===== src/rtl/sprite_clut_pkg.sv =====
// +-----------------------------------------------------------------------------+
// | sprite_clut_pkg : shared types, default palette and fade helper             |
// | Revision: 1.0                                                               |
// +-----------------------------------------------------------------------------+
`default_nettype none

package sprite_clut_pkg;

  typedef enum logic [0:0] {
    INIT = 1'b0,
    IDLE = 1'b1
  } clut_state_t;

  // 12-bit {R,G,B} nibbles loaded into every bank at init
  localparam logic [11:0] DEFAULT_PAL [16] = '{
    12'hF0D, 12'h000, 12'hEB9, 12'h444, 12'h76C, 12'h944, 12'hFFF, 12'h521,
    12'h492, 12'h605, 12'hD65, 12'hC96, 12'h211, 12'h548, 12'h277, 12'hA09
  };

  function automatic logic [15:0] fade_scale(input logic [15:0] c, input logic [3:0] f);
    logic [19:0] p;
    p = {4'd0, c} * {15'd0, ({1'b0, f} + 5'd1)};
    return 16'(p >> 4);
  endfunction

endpackage

`default_nettype wire


===== src/rtl/sprite_clut_ram_if.sv =====
// +-----------------------------------------------------------------------------+
// | sprite_clut_if : write/read/result bus of the sprite CLUT                   |
// | Optional macro: SPRITE_CLUT_FADE_EN adds the fade input.  Revision: 1.0     |
// +-----------------------------------------------------------------------------+
`default_nettype none

interface sprite_clut_if #(
  parameter int INDEX_W   = 4,
  parameter int COLOR_W   = 4,
  parameter int NUM_BANKS = 4
);
  localparam int BANK_W = $clog2(NUM_BANKS);

  logic                 wr_valid;
  logic                 wr_ready;
  logic [BANK_W-1:0]    wr_bank;
  logic [INDEX_W-1:0]   wr_index;
  logic [3*COLOR_W-1:0] wr_rgb;
  logic                 rd_valid;
  logic [BANK_W-1:0]    rd_bank;
  logic [INDEX_W-1:0]   rd_index;
  logic                 out_valid;
  logic [COLOR_W-1:0]   red;
  logic [COLOR_W-1:0]   green;
  logic [COLOR_W-1:0]   blue;
  logic                 transparent;
  logic                 init_done;
`ifdef SPRITE_CLUT_FADE_EN
  logic [3:0]           fade;
`endif

  modport master (
    output wr_valid, wr_bank, wr_index, wr_rgb, rd_valid, rd_bank, rd_index,
`ifdef SPRITE_CLUT_FADE_EN
    output fade,
`endif
    input  wr_ready, out_valid, red, green, blue, transparent, init_done
  );

  modport slave (
    input  wr_valid, wr_bank, wr_index, wr_rgb, rd_valid, rd_bank, rd_index,
`ifdef SPRITE_CLUT_FADE_EN
    input  fade,
`endif
    output wr_ready, out_valid, red, green, blue, transparent, init_done
  );

endinterface

`default_nettype wire


===== src/rtl/sprite_clut_ram_bank_mem.sv =====
// +-----------------------------------------------------------------------------+
// | sprite_clut_bank_mem : 1W/1R synchronous RAM, read-first on collision       |
// | Revision: 1.0                                                               |
// +-----------------------------------------------------------------------------+
`default_nettype none

module sprite_clut_bank_mem #(
  parameter int DEPTH = 64,
  parameter int AW    = 6,
  parameter int DW    = 12
) (
  input  wire logic          clk,
  input  wire logic          i_we,
  input  wire logic [AW-1:0] i_waddr,
  input  wire logic [DW-1:0] i_wdata,
  input  wire logic          i_re,
  input  wire logic [AW-1:0] i_raddr,
  output logic      [DW-1:0] o_rdata
);

  logic [DW-1:0] r_mem [DEPTH];

  always_ff @(posedge clk) begin
    if (i_we) r_mem[i_waddr] <= i_wdata;
    if (i_re) o_rdata <= r_mem[i_raddr];
  end

endmodule

`default_nettype wire


===== src/rtl/sprite_clut_ram.sv =====
// +-----------------------------------------------------------------------------+
// | sprite_clut_ram : multi-bank runtime-writable sprite colour look-up table   |
// | Optional macro: SPRITE_CLUT_FADE_EN (per-read brightness fade).  Rev: 1.0   |
// +-----------------------------------------------------------------------------+
`default_nettype none

module sprite_clut_ram
  import sprite_clut_pkg::*;
#(
  parameter int INDEX_W      = 4,
  parameter int COLOR_W      = 4,
  parameter int NUM_BANKS    = 4,
  parameter int TRANSP_INDEX = 0
) (
  input wire logic    Clk,
  input wire logic    Reset,
  sprite_clut_if.slave bus
);

  localparam int BANK_W = $clog2(NUM_BANKS);
  localparam int AW     = BANK_W + INDEX_W;
  localparam int DEPTH  = NUM_BANKS * (2 ** INDEX_W);
  localparam int DW     = 3 * COLOR_W;
  localparam logic [AW-1:0]      c_LAST   = AW'(DEPTH - 1);
  localparam logic [INDEX_W-1:0] c_TRANSP = INDEX_W'(TRANSP_INDEX);

  clut_state_t        r_state, w_state_nxt;
  logic [AW-1:0]      r_cnt, w_cnt_nxt;
  logic               w_init_we, w_idle, w_wr_inrange, w_rd_inrange, w_rd_fire, w_wr_fire;
  logic [3:0]         w_pal_sel;
  logic [11:0]        w_pal;
  logic [DW-1:0]      w_init_rgb, w_mem_wdata, w_mem_rdata, w_rgb;
  logic [AW-1:0]      w_mem_waddr, w_mem_raddr;
  logic               w_mem_we;
  logic               r_s1_valid, r_s1_transp, r_s1_oob;
  logic [COLOR_W-1:0] w_out_ch [3];
  logic [COLOR_W-1:0] r_red, r_green, r_blue;
  logic               r_out_valid, r_transp;
`ifdef SPRITE_CLUT_FADE_EN
  logic [3:0]         r_s1_fade;
`endif

  always_ff @(posedge Clk) begin
    if (Reset) begin
      r_state <= INIT;
      r_cnt   <= '0;
    end else begin
      r_state <= w_state_nxt;
      r_cnt   <= w_cnt_nxt;
    end
  end

  // The init counter doubles as the flat {bank,index} write address
  always_comb begin
    w_state_nxt = r_state;
    w_cnt_nxt   = r_cnt;
    w_init_we   = 1'b0;
    case (r_state)
      INIT: begin
        w_init_we = 1'b1;
        w_cnt_nxt = r_cnt + AW'(1);
        if (r_cnt == c_LAST) w_state_nxt = IDLE;
      end
      IDLE:    w_state_nxt = IDLE;
      default: w_state_nxt = INIT;
    endcase
  end

  assign w_idle        = (r_state == IDLE);
  assign bus.init_done = w_idle;
  assign bus.wr_ready  = w_idle;

  generate
    if (2 ** BANK_W == NUM_BANKS) begin : g_pow2_banks
      assign w_wr_inrange = 1'b1;
      assign w_rd_inrange = 1'b1;
    end else begin : g_npow2_banks
      assign w_wr_inrange = (32'(bus.wr_bank) < NUM_BANKS);
      assign w_rd_inrange = (32'(bus.rd_bank) < NUM_BANKS);
    end

    if (INDEX_W >= 4) begin : g_sel_wide
      assign w_pal_sel = r_cnt[3:0];
    end else begin : g_sel_narrow
      assign w_pal_sel = 4'(r_cnt[INDEX_W-1:0]);
    end
  endgenerate

  assign w_pal = DEFAULT_PAL[w_pal_sel];

  // Each 4-bit palette nibble is zero-extended or truncated to COLOR_W
  generate
    for (genvar ch = 0; ch < 3; ch++) begin : g_init_ch
      if (COLOR_W >= 4) begin : g_ext
        assign w_init_rgb[COLOR_W*ch +: COLOR_W] = COLOR_W'(w_pal[4*ch +: 4]);
      end else begin : g_trunc
        assign w_init_rgb[COLOR_W*ch +: COLOR_W] = w_pal[4*ch +: COLOR_W];
      end
    end
  endgenerate

  assign w_rd_fire   = bus.rd_valid & w_idle;
  assign w_wr_fire   = bus.wr_valid & w_idle & w_wr_inrange;
  assign w_mem_we    = w_init_we | w_wr_fire;
  assign w_mem_waddr = w_init_we ? r_cnt : {bus.wr_bank, bus.wr_index};
  assign w_mem_wdata = w_init_we ? w_init_rgb : bus.wr_rgb;
  assign w_mem_raddr = w_rd_inrange ? {bus.rd_bank, bus.rd_index} : '0;

  sprite_clut_bank_mem #(
    .DEPTH (DEPTH),
    .AW    (AW),
    .DW    (DW)
  ) u_mem (
    .clk     (Clk),
    .i_we    (w_mem_we),
    .i_waddr (w_mem_waddr),
    .i_wdata (w_mem_wdata),
    .i_re    (w_rd_fire),
    .i_raddr (w_mem_raddr),
    .o_rdata (w_mem_rdata)
  );

  always_ff @(posedge Clk) begin
    if (Reset) begin
      r_s1_valid  <= 1'b0;
      r_s1_transp <= 1'b0;
      r_s1_oob    <= 1'b0;
`ifdef SPRITE_CLUT_FADE_EN
      r_s1_fade   <= 4'd0;
`endif
    end else begin
      r_s1_valid <= w_rd_fire;
      if (w_rd_fire) begin
        r_s1_transp <= (bus.rd_index == c_TRANSP);
        r_s1_oob    <= ~w_rd_inrange;
`ifdef SPRITE_CLUT_FADE_EN
        r_s1_fade   <= bus.fade;
`endif
      end
    end
  end

  assign w_rgb = r_s1_oob ? '0 : w_mem_rdata;

  generate
    for (genvar ch = 0; ch < 3; ch++) begin : g_out_ch
`ifdef SPRITE_CLUT_FADE_EN
      assign w_out_ch[ch] = COLOR_W'(fade_scale(16'(w_rgb[COLOR_W*ch +: COLOR_W]), r_s1_fade));
`else
      assign w_out_ch[ch] = w_rgb[COLOR_W*ch +: COLOR_W];
`endif
    end
  endgenerate

  always_ff @(posedge Clk) begin
    if (Reset) begin
      r_out_valid <= 1'b0;
      r_red       <= '0;
      r_green     <= '0;
      r_blue      <= '0;
      r_transp    <= 1'b0;
    end else begin
      r_out_valid <= r_s1_valid;
      if (r_s1_valid) begin
        r_red    <= w_out_ch[2];
        r_green  <= w_out_ch[1];
        r_blue   <= w_out_ch[0];
        r_transp <= r_s1_transp;
      end
    end
  end

  assign bus.out_valid   = r_out_valid;
  assign bus.red         = r_red;
  assign bus.green       = r_green;
  assign bus.blue        = r_blue;
  assign bus.transparent = r_transp;

endmodule

`default_nettype wire


===== src/flat_wrapper.sv =====
// flat-port wrapper written by rule: the top's interface ports become plain ports
module sprite_clut_ram_flat import sprite_clut_pkg::*;
#(
  parameter int INDEX_W      = 4,
  parameter int COLOR_W      = 4,
  parameter int NUM_BANKS    = 4,
  parameter int TRANSP_INDEX = 0
)
  (Clk, Reset, bus_wr_valid, bus_wr_bank, bus_wr_index, bus_wr_rgb, bus_rd_valid, bus_rd_bank, bus_rd_index, bus_wr_ready, bus_out_valid, bus_red, bus_green, bus_blue, bus_transparent, bus_init_done);
  sprite_clut_if #(.INDEX_W(INDEX_W), .COLOR_W(COLOR_W), .NUM_BANKS(NUM_BANKS)) bus_i ();
  input wire logic Clk;
  input wire logic Reset;
  input wire logic [$bits(bus_i.wr_valid)-1:0] bus_wr_valid;
  input wire logic [$bits(bus_i.wr_bank)-1:0] bus_wr_bank;
  input wire logic [$bits(bus_i.wr_index)-1:0] bus_wr_index;
  input wire logic [$bits(bus_i.wr_rgb)-1:0] bus_wr_rgb;
  input wire logic [$bits(bus_i.rd_valid)-1:0] bus_rd_valid;
  input wire logic [$bits(bus_i.rd_bank)-1:0] bus_rd_bank;
  input wire logic [$bits(bus_i.rd_index)-1:0] bus_rd_index;
  output wire logic [$bits(bus_i.wr_ready)-1:0] bus_wr_ready;
  output wire logic [$bits(bus_i.out_valid)-1:0] bus_out_valid;
  output wire logic [$bits(bus_i.red)-1:0] bus_red;
  output wire logic [$bits(bus_i.green)-1:0] bus_green;
  output wire logic [$bits(bus_i.blue)-1:0] bus_blue;
  output wire logic [$bits(bus_i.transparent)-1:0] bus_transparent;
  output wire logic [$bits(bus_i.init_done)-1:0] bus_init_done;
  assign bus_i.wr_valid = bus_wr_valid;
  assign bus_i.wr_bank = bus_wr_bank;
  assign bus_i.wr_index = bus_wr_index;
  assign bus_i.wr_rgb = bus_wr_rgb;
  assign bus_i.rd_valid = bus_rd_valid;
  assign bus_i.rd_bank = bus_rd_bank;
  assign bus_i.rd_index = bus_rd_index;
  assign bus_wr_ready = bus_i.wr_ready;
  assign bus_out_valid = bus_i.out_valid;
  assign bus_red = bus_i.red;
  assign bus_green = bus_i.green;
  assign bus_blue = bus_i.blue;
  assign bus_transparent = bus_i.transparent;
  assign bus_init_done = bus_i.init_done;
  sprite_clut_ram #(.INDEX_W(INDEX_W), .COLOR_W(COLOR_W), .NUM_BANKS(NUM_BANKS), .TRANSP_INDEX(TRANSP_INDEX)) u_core (.Clk(Clk), .Reset(Reset), .bus(bus_i));
endmodule

===== config.mk =====
export PLATFORM = sky130hd
export DESIGN_NAME = sprite_clut_ram_flat
export DESIGN_NICKNAME = d
export VERILOG_FILES = /design/src/rtl/sprite_clut_pkg.sv /design/src/rtl/sprite_clut_ram_if.sv /design/src/rtl/sprite_clut_ram_bank_mem.sv /design/src/rtl/sprite_clut_ram.sv /design/src/flat_wrapper.sv
export SDC_FILE = /design/constraint.sdc
export NUM_CORES = 1
export LEC_CHECK = 0
export CORE_MARGIN = 1.5
export CORE_UTILIZATION = 50
export DETAILED_ROUTE_END_ITERATION = 8
export PLACE_DENSITY_LB_ADDON = 0.08
export SETUP_SLACK_MARGIN = 0.1
export SYNTH_ARGS = -nofsm -noshare
export SYNTH_HDL_FRONTEND = slang
export SYNTH_HIERARCHICAL = 1
export SYNTH_SLANG_ARGS = --single-unit
export TNS_END_PERCENT = 10

===== constraint.sdc =====
create_clock -name Clk -period 4.38 [get_ports Clk]
set_input_delay 0.657 -clock Clk [delete_from_list [all_inputs] [get_ports Clk]]
set_output_delay 0.657 -clock Clk [all_outputs]
set_load 0.05 [all_outputs]

==> results of run 1 <==
[placed cells by master (no fill, tap or decap), types with 22 or more instances in the layout]
master	Yosys	layout
clkbuf_16	0	87
clkdlybuf4s50_1	0	40
o22ai_1	25	25
buf_4	13	108
nand2b_1	24	24
mux4_2	192	192
mux2i_1	35	35
dfxtp_1	23	22
nor2_1	97	97
edfxtp_1	780	780
nand2_1	30	29
[per-stage QoR]
stage	total power, mW	area, um2	worst slack, ns	setup TNS (ns)	util
2_1_floorplan	9.49	31400	-0.158	-10.14	-
3_3_place_gp	9.96	33300	0.804	0	0.539
3_5_place_dp	9.98	33300	0.776	0	0.539
4_1_cts	16.8	36000	0.782	0	0.582
5_1_grt	17.1	36000	0.700	0	0.582
6_report	16.7	36000	0.869	0	0.582
[logic make-up after synthesis]
| group | count (synthesis) | share of synthesized area |
|---|---|---|
| flops | 803 | 0.762 |
| mux | 240 | 0.154 |
| simple gates | 219 | 0.0330 |
| compound gates | 139 | 0.0308 |
| buf+inv | 94 | 0.0170 |
| fa+ha+maj | 7 | 0.00279 |
| xor+xnor | 4 | 0.00112 |
[power by group through the flow]
stage | logic (mW) | clock network [mW] | registers, mW
after floorplan | 0.611 | 0 | 8.88
after global placement | 1.09 | 0 | 8.86
after detailed placement | 1.11 | 0 | 8.86
after CTS | 1.11 | 6.97 | 8.70
after global routing | 1.17 | 7.27 | 8.70
final | 1.10 | 6.85 | 8.70
[metal layers]
metal,vias to the layer above,track usage
li1,6564,-
met1,8248,0.350
met2,624,0.379
met3,118,0.0510
met4,2,0.0789
met5,-,0
[cells in the mapped netlist, drive strengths merged (17+ instances only)]
master / number / area share
edfxtp: 780 / 0.75
mux4: 192 / 0.14
nor2: 97 / 0.012
buf: 50 / 0.012
clkbuf: 37 / 0.0045
mux2i: 35 / 0.011
nand2: 30 / 0.0036
o22ai: 25 / 0.0050
nand2b: 24 / 0.0048
dfxtp: 23 / 0.015
o21ai: 21 / 0.0034
nor2b: 20 / 0.0040
nand3: 17 / 0.0027
[worst min-delay path: stages, from the launching register on]
cell     delay (ns)
dfxtp_1        0.31
nand2_1        0.05
a21oi_1        0.05
[cell type report]
cell class | count | share of cell area
clock buffers | 111 | 0.0639
clock inverters | 31 | 0.00891
inverters | 7 | 0.000731
multi-input cells | 609 | 0.196
flip-flops and latches | 803 | 0.664
well taps | 837 | 0.0291
repair buffers | 155 | 0.0368
[sequential cells by signal, summed over array words and instances, names as in the netlist]
| register | count |
|---|---|
| u_core/u_mem/r_mem | 768 |
| u_core/u_mem/o_rdata | 12 |
| u_core/r_cnt | 6 |
| u_core/bus.blue | 4 |
| u_core/bus.green | 4 |
| u_core/bus.red | 4 |
| u_core/bus.init_done | 1 |
| u_core/bus.out_valid | 1 |
| u_core/bus.transparent | 1 |
| u_core/r_s1_transp | 1 |
| u_core/r_s1_valid | 1 |
[path summary, 6_finish.rpt]
kind | start | endpoint | slack (ns) | cells after the start
worst max-delay path | u_core/bus.init_done | u_core/u_mem/r_mem[30][0] | 0.87 | 5
worst min-delay path | u_core/r_s1_transp | u_core/r_s1_transp | 0.46 | 2
worst min register to register | u_core/r_s1_transp | u_core/r_s1_transp | 0.46 | 2
worst max register to register | u_core/bus.init_done | u_core/u_mem/r_mem[30][0] | 0.87 | 5
==> results.md, run 1 <==
| Item | Reported |
|---|---|
| CTS hold repair buffers | 0 |
| # resized after CTS | 0 |
| Total area of multi-input combinational cells | 7070 um2 |
| Vias after detailed routing | 15600 |
| Kind of end point of the critical path | flop |
| Post-route met1 wirelength | 32.2 mm |
| Portion of total power attributed to the clock network | 0.411 |
| Number of synthesized register bits | 803 |
| Net count after synthesis | 1541 |
| Fraction of power spent switching nets | 0.214 |
| Top layer used by detailed routing | met5 |
| Vias per cell | 6.09 |
| Kind of cell adding the most delay to the critical path | simple AND/OR/NAND/NOR gates |
| Antenna violations before repair | 1 |
| Source-to-sink clock delay at the later pin of the worst-skew pair | 0.61 ns |
| Met2 wirelength from detailed routing | 36.1 mm |
| Starting utilization of the core area | 0.507 |
| Count of fill cells added during filler insertion | 4493 |
| Quantity of I/O buffers inserted on ports | 43 |
| Number of buffers on the longest clock path | 3 |
| Critical path fanouts, max | 41 |
| Highest Clock Rate | 285 MHz |
| Cell at the slowest stage of the critical path | dfxtp_2 |
| Clock skew | 0.0195 ns |
| Main flop type after synthesis | edfxtp_1 |
| CTS buffer count | 83 |
| Total power per unit cell area | 463 nW/um2 |
| Count of non-filler cells in the finished layout | 2553 |
| Count of pins on the block boundary | 44 |
| Slew Limit Headroom | 0.191 |
| Antenna Cells | 0 |
| Yosys synthesis warning count | 6 |
| Fraction of final layout cells with drive strength greater than 1 | 0.259 |
| Total clock sinks | 803 |
| RSZ-0062 raised after global routing | no |
| Number of H-tree levels | 3 |
| Amount of wire on met3 after detailed routing | 6.17 mm |
| Worst hold-check slack | 0.464 ns |
| Share of async-settable or async-resettable flops after synthesis | 0 |
| Routed wire length | 76.6 mm |
| Die area | 64200 um2 |
| Part of the Yosys area used for sequential elements | 0.762 |
| Number of hold violations in the final report | 0 |
| CTS tree | done |
| Gr usage total | 0.245 |
| Global route overflow | 0 |
| Synth Cell Area | 31400 um2 |
| Wire length of the first global-routing pass | 110 mm |
| Post-route DRC | 0 |
| Height of the chip | 253 um |
| Routed length per instance | 30.0 um |
| CTS root buf | clkbuf_16 |
| Tightest Hold Check Type | flop to flop |
| Result of the run | complete, no violations |
| Crit path kind | flop to flop |
| Placed Cells incl. Taps | 2410 |
| Area taken by flip-flops and latches | 23900 um2 |
| Floorplan die width | 253 um |
| Worst path bufs/invs | 1 |
| Routability-driven placement congestion ratio | 0.808 |
| Transition time at the pin with the least slew margin | 1.21 ns |
| Leakage dissipation | 11.4 nW |
| Vias in the first global route | 15800 |
| Number of max-cap violations | 0 |
| Share of the cycle needed by the critical path after routing | 0.802 |
| Post-CTS setup buffers | 0 |
| Delay of the slowest cell on the worst path | 0.97 ns |
| Worst VDD drop | 0.000299 V |
| Psw | 3.57 mW |
| Startpoint types | flop |
| Final setup violation count | 0 |
| Critical path data arrival time | 3.81 ns |
| DRT antenna net count | 0 |
| Pre-Repair DR Iteration Count | 5 |
| Internal Power | 13.1 mW |
| Area growth from synthesis to layout | 14.7% |
| Number of synthesized flops with an enable pin | 780 |
| Number of nets in the finished design | 1694 |
| Pin count of the biggest net entering global routing | 76 |
| Crit-path cells | o21ai_0 > nor2b_1 > nand3_1 > nor2_1 > buf_4 |
| Synth Instances | 1506 |
| Final critical-path required period | 3.51 ns |
| Synth cell types | 50 |
| HPWL after DPL | 46.1 mm |
| Detailed Route Iter0 Violations | 1746 |
| Part of the total power dissipated in sequential elements | 0.522 |
| Final-report max-slew violation count | 0 |
| Site row count | 91 |
| Core region area | 61800 um2 |
| Syn avg cell area | 20.8 um2 |
| Req. time, crit path | 4.68 ns |
| Share of total power in combinational logic | 0.066 |
| Clk slew on worst S/H paths | 0.06 ns |
(Power assumes the default switching activity.)
==> run 2: changes to the inputs <==
==> constraint.sdc (replaced) <==
create_clock -name Clk -period 2.9 [get_ports Clk]
set_input_delay 0.435 -clock Clk [delete_from_list [all_inputs] [get_ports Clk]]
set_output_delay 0.435 -clock Clk [all_outputs]
set_load 0.05 [all_outputs]
==> run 2 against run 1 <==
  * Clock-buffer cell count down 3
  * Critical path type unchanged
  * First-iteration DRC count decreased by 4.2%
  * Sequential cell count unchanged
  * Non-clock buffer count rose by 51
  * Largest cell class unchanged
  * Register-to-register slack worse by 0.55 ns
  * Utilization up 1.3 points
  * Worst setup slack got worse by 0.55 ns
==> results.md, run 2 (same netlist as run 1, synthesis figures left out) <==
| Item | Reported |
|---|---|
| Wire length of the first global-routing pass | 113 mm |
| DRT antenna net count | 0 |
| Setup crit start | u_core/r_cnt[3] |
| Clk slew on worst S/H paths | 0.06 ns |
| Post-route DRC | 0 |
| Tightest Hold Check Type | flop to flop |
| Startpoint of the most critical register-to-register path | u_core/r_cnt[3] |
| Quantity of I/O buffers inserted on ports | 43 |
| Req. time, crit path | 3.24 ns |
| Crit path kind | flop to flop |
| Core region area | 61800 um2 |
| Internal Power | 20.0 mW |
| Worst-case register-to-register setup slack | 0.32 ns |
| Startpoint types | flop |
| Most common cell after layout, fill and taps aside | edfxtp_1 |
| Leakage dissipation | 11.8 nW |
| Share of the cycle needed by the critical path after routing | 0.889 |
| Antenna violations before repair | 1 |
| CTS root buf | clkbuf_16 |
| Placed Cells incl. Taps | 2462 |
| CTS tree | done |
| Number of hold violations in the final report | 0 |
| Floorplan die width | 253 um |
| Psw | 5.55 mW |
| Register with the most flip-flops | u_core/u_mem/r_mem |
| Area growth from synthesis to layout | 17.2% |
| Worst hold-check slack | 0.453 ns |
| Largest register FFs | 768 |
| Source-to-sink clock delay at the later pin of the worst-skew pair | 0.64 ns |
| Final-report max-slew violation count | 0 |
| Number of H-tree levels | 3 |
| Critical path data arrival time | 2.91 ns |
| Pin count of the biggest net entering global routing | 65 |
| Site row count | 91 |
| Slew Limit Headroom | 0.326 |
| Vias in the first global route | 15800 |
| Height of the chip | 253 um |
| Starting utilization of the core area | 0.507 |
| Portion of total power attributed to the clock network | 0.417 |
| Result of the run | complete, no violations |
| Kind of end point of the critical path | flop |
| Cells on worst reg2reg path | 5 |
| Count of pins on the block boundary | 44 |
| Pre-Repair DR Iteration Count | 5 |
| Fraction of power spent switching nets | 0.217 |
| CTS hold repair buffers | 0 |
| Clock skew | 0.0232 ns |
| Count of fill cells added during filler insertion | 4526 |
| Vias per cell | 6.04 |
| Part of the total power dissipated in sequential elements | 0.513 |
| HPWL after DPL | 49.5 mm |
| Routability-driven placement congestion ratio | 0.927 |
| # resized after CTS | 0 |
| Share of total power in combinational logic | 0.070 |
| Vias after detailed routing | 15800 |
| Endpoint of the most critical setup path | u_core/u_mem/r_mem[42][9] |
| Total power per unit cell area | 696 nW/um2 |
| Gr usage total | 0.250 |
| Final setup violation count | 0 |
| Routed wire length | 77.9 mm |
| Number of max-cap violations | 0 |
| Die area | 64200 um2 |
| Global route overflow | 0 |
| Highest Clock Rate | 388 MHz |
| Final critical-path required period | 2.58 ns |
| Number of nets in the finished design | 1745 |
| Largest regs | u_core/u_mem/r_mem: 768 flops, u_core/u_mem/o_rdata: 12 flops, u_core/r_cnt: 6 flops |
| Total clock sinks | 803 |
| Post-CTS setup buffers | 0 |
| Capturing point of the worst reg2reg path | u_core/u_mem/r_mem[42][9] |
| Count of non-filler cells in the finished layout | 2618 |
| Detailed Route Iter0 Violations | 1672 |
| Commonest non-fill, non-tap cells in the layout | 780 x edfxtp_1, 192 x mux4_2, 135 x buf_4 |
| Critical path fanouts, max | 17 |
| Worst VDD drop | 0.000544 V |
| Number of buffers on the longest clock path | 3 |
| Fraction of final layout cells with drive strength greater than 1 | 0.283 |
| RSZ-0062 raised after global routing | no |
| Transition time at the pin with the least slew margin | 1.01 ns |
| CTS buffer count | 83 |
| Routed length per instance | 29.8 um |
run 2: how the worst min path moves through the flow:
stage,start,end,slack [ns],cells past startpoint
detailed placement,u_core/r_s1_transp,u_core/r_s1_transp,0.45,2
global placement,u_core/r_s1_transp,u_core/r_s1_transp,0.44,2
CTS,bus_rd_valid,u_core/r_s1_transp,0.43,3
global route,bus_rd_valid,u_core/r_s1_transp,0.48,3
finish,u_core/r_s1_transp,u_core/r_s1_transp,0.45,2
floorplan,u_core/r_s1_transp,u_core/r_s1_transp,0.43,2
run 2: critical path: stages, from the launching register on:
cell and delay [ns]:
dfxtp_1 0.71, nor2b_1 0.28, a21o_1 0.39, nand3b_1 0.36, nor2_1 0.35, buf_12 0.19
run 2: power by group through the flow:
stage	clock [mW]	sequential, mW	combinational, mW
2_1_floorplan	0	13.4	0.926
3_3_place_gp	0	13.4	1.77
3_5_place_dp	0	13.4	1.80
4_1_cts	10.9	13.1	1.80
5_1_grt	11.3	13.1	1.89
6_report	10.7	13.1	1.78
run 2: through the flow:
stage	util	setup slack, ns	setup TNS, ns	total power [mW]	instance area, um2
floorplan	-	-0.626	-138.11	14.3	31400
global placement	0.550	-0.140	-0.333	15.1	34000
detailed placement	0.550	-0.167	-0.462	15.2	34000
CTS	0.594	0.337	0	25.8	36700
global route	0.594	0.164	0	26.3	36700
finish	0.594	0.323	0	25.6	36800
run 2: final cells by class:
cell class / count / area (um2) / area share
Sequential cell: 803 / 23900 / 0.650
Multi-Input combinational cell: 609 / 7050 / 0.192
Clock buffer: 108 / 2210 / 0.0602
Timing Repair Buffer: 206 / 2020 / 0.0550
Tap cell: 837 / 1050 / 0.0285
Clock inverter: 46 / 502 / 0.0137
Inverter: 7 / 26.3 / 0.000715
Antenna cell: 2 / 5.00 / 0.000136
run 2: layer usage:
metal / vias up / global-route usage / wire (um)
li1: 6689 / - / -
met3: 115 / 0.0471 / 5390
met4: 0 / 0.0748 / 1900
met1: 8424 / 0.355 / 33300
met5: - / 0 / 0
met2: 590 / 0.397 / 37300
==> run 3: changes to the inputs <==
--- a/config.mk
+++ b/config.mk
@@ -6,7 +6,7 @@
 export NUM_CORES = 1
 export LEC_CHECK = 0
 export CORE_MARGIN = 1.5
-export CORE_UTILIZATION = 50
+export CORE_UTILIZATION = 56
 export DETAILED_ROUTE_END_ITERATION = 8
 export PLACE_DENSITY_LB_ADDON = 0.08
 export SETUP_SLACK_MARGIN = 0.1
==> run 3 against run 2 <==
  * Highest routed layer unchanged
  * Wire length down 4.5%
  * Hold slack better by 0.0058 ns
  * Sequential power about the same
  * Maximum frequency down 3.3%
  * Critical endpoint is now u_core/u_mem/r_mem[58][5]
==> results.md, run 3 (same netlist as run 1, synthesis figures left out) <==
| Item | Reported |
|---|---|
| Result of the run | complete, no violations |
| Setup TNS after final layout | 0 ns |
| Floorplan die width | 240 um |
| Share of the cycle needed by the critical path after routing | 0.919 |
| Total power per unit cell area | 676 nW/um2 |
| Critical path data arrival time | 2.97 ns |
| Slew Limit Headroom | 0.306 |
| Number of buffers on the longest clock path | 3 |
| Die area | 57400 um2 |
| Post-CTS setup buffers | 0 |
| Register with the most flip-flops | u_core/u_mem/r_mem |
| Fraction of final layout cells with drive strength greater than 1 | 0.280 |
| Commonest non-fill, non-tap cells in the layout | 780 x edfxtp_1, 192 x mux4_2, 143 x buf_4 |
| Count of fill cells added during filler insertion | 3653 |
| Startpoint of the most critical register-to-register path | u_core/r_cnt[1] |
| Core region area | 55200 um2 |
| Crit-path cells | inv_1 > o21ai_0 > buf_4 > nor2b_1 > nand2_1 > nor2_1 > buf_12 |
| Final core utilization | 0.657 |
| Setup slack at placement | -0.175 ns |
| Height of the chip | 240 um |
| Total clock sinks | 803 |
| Routability-driven placement congestion ratio | 0.931 |
| Post-route DRC | 0 |
| Highest Clock Rate | 375 MHz |
| CTS tree | done |
| Kind of end point of the critical path | flop |
| Count of pins on the block boundary | 44 |
| CTS root buf | clkbuf_16 |
| Final-report max-slew violation count | 0 |
| Crit path setup slack, layout | 0.234 ns |
| Global route overflow | 0 |
| Wire length of the first global-routing pass | 108 mm |
| Largest register FFs | 768 |
| Number of nets in the finished design | 1743 |
| Vias per cell | 6.32 |
| Worst VDD drop | 0.000684 V |
| Beginning of the worst hold path | u_core/r_s1_transp |
| Pin count of the biggest net entering global routing | 65 |
| Vias after detailed routing | 15900 |
| DRT antenna net count | 0 |
| Vias in the first global route | 15600 |
| Pre-Repair DR Iteration Count | 6 |
| Antenna violations before repair | 1 |
| Quantity of I/O buffers inserted on ports | 43 |
| Routed wire length | 74.4 mm |
| Number of max-cap violations | 0 |
| Worst-case register-to-register setup slack | 0.23 ns |
| Starting utilization of the core area | 0.568 |
| Crit path kind | flop to flop |
| Largest regs | u_core/u_mem/r_mem: 768 flops, u_core/u_mem/o_rdata: 12 flops, u_core/r_cnt: 6 flops |
| Total design power | 24.5 mW |
| Gr usage total | 0.268 |
| Setup crit start | u_core/r_cnt[1] |
| Delay of the slowest cell on the worst path | 0.54 ns |
| Most common cell after layout, fill and taps aside | edfxtp_1 |
| Area growth from synthesis to layout | 15.7% |
| Critical path fanouts, max | 12 |
| Req. time, crit path | 3.21 ns |
| RSZ-0062 raised after global routing | no |
| Leakage dissipation | 11.6 nW |
| Number of hold violations in the final report | 0 |
| Source-to-sink clock delay at the later pin of the worst-skew pair | 0.61 ns |
| Clk slew on worst S/H paths | 0.06 ns |
| HPWL after DPL | 47.2 mm |
| Transition time at the pin with the least slew margin | 1.04 ns |
| Site row count | 86 |
| Number of H-tree levels | 3 |
| Antenna Cells | 0 |
| Startpoint types | flop |
| Clock skew | 0.0214 ns |
| Final setup violation count | 0 |
| Cell at the slowest stage of the critical path | dfxtp_1 |
| Final critical-path required period | 2.67 ns |
| CTS buffer count | 81 |
| Tightest Hold Check Type | flop to flop |
| Worst hold-check slack | 0.459 ns |
| Detailed Route Iter0 Violations | 1921 |
| Routed length per instance | 29.5 um |
-- run 3: stage by stage --
stage	instance area (um2)	cells
5_1_grt	36300	2519
3_3_place_gp	33800	2373
2_1_floorplan	31400	1506
4_1_cts	36300	2519
3_5_place_dp	33800	2373
6_report	36300	2519
-- run 3: report_power, final --
| group | switching (mW) | internal [mW] |
|---|---|---|
| logic | 1.12 | 0.609 |
| registers | 0.0242 | 13.1 |
| clock network | 4.13 | 5.53 |
-- run 3: final cells by class --
| cell class | instances | area (um2) | area share |
|---|---|---|---|
| Inverter | 7 | 26.3 | 0.000724 |
| Sequential cell | 803 | 23900 | 0.659 |
| Clock inverter | 34 | 233 | 0.00642 |
| Multi-Input combinational cell | 609 | 7050 | 0.194 |
| Timing Repair Buffer | 206 | 1920 | 0.0530 |
| Tap cell | 748 | 936 | 0.0258 |
| Clock buffer | 112 | 2220 | 0.0611 |
-- run 3: what timing repair did --
| action | 4_1_cts | 5_1_grt |
|---|---|---|
| hold buffers | 0 | 0 |
| endpoints found under the setup margin | 0 | 10 |
| gates resized for setup | 0 | 1 |
-- run 3: final timing paths --
| kind | endpoint | cells after the start |
|---|---|---|
| max | u_core/u_mem/r_mem[58][5] | 7 |
| min | u_core/r_s1_transp | 2 |
| max reg2reg | u_core/u_mem/r_mem[58][5] | 7 |
| min reg2reg | u_core/r_s1_transp | 2 |
-- run 3: metal layers --
layer | global-route usage | part of all wire | up-vias
met5 | 0 | 0 | -
met4 | 0.0876 | 0.031 | 0
met3 | 0.0473 | 0.074 | 137
met2 | 0.417 | 0.48 | 701
met1 | 0.391 | 0.42 | 8405
li1 | - | - | 6671
-- run 3: worst max-delay path: cells and delay by family, from the launching register on --
kind            cells  cell delay (ns)
simple gates        3             0.94
buf+inv             3             0.62
flops               1             0.54
compound gates      1             0.26
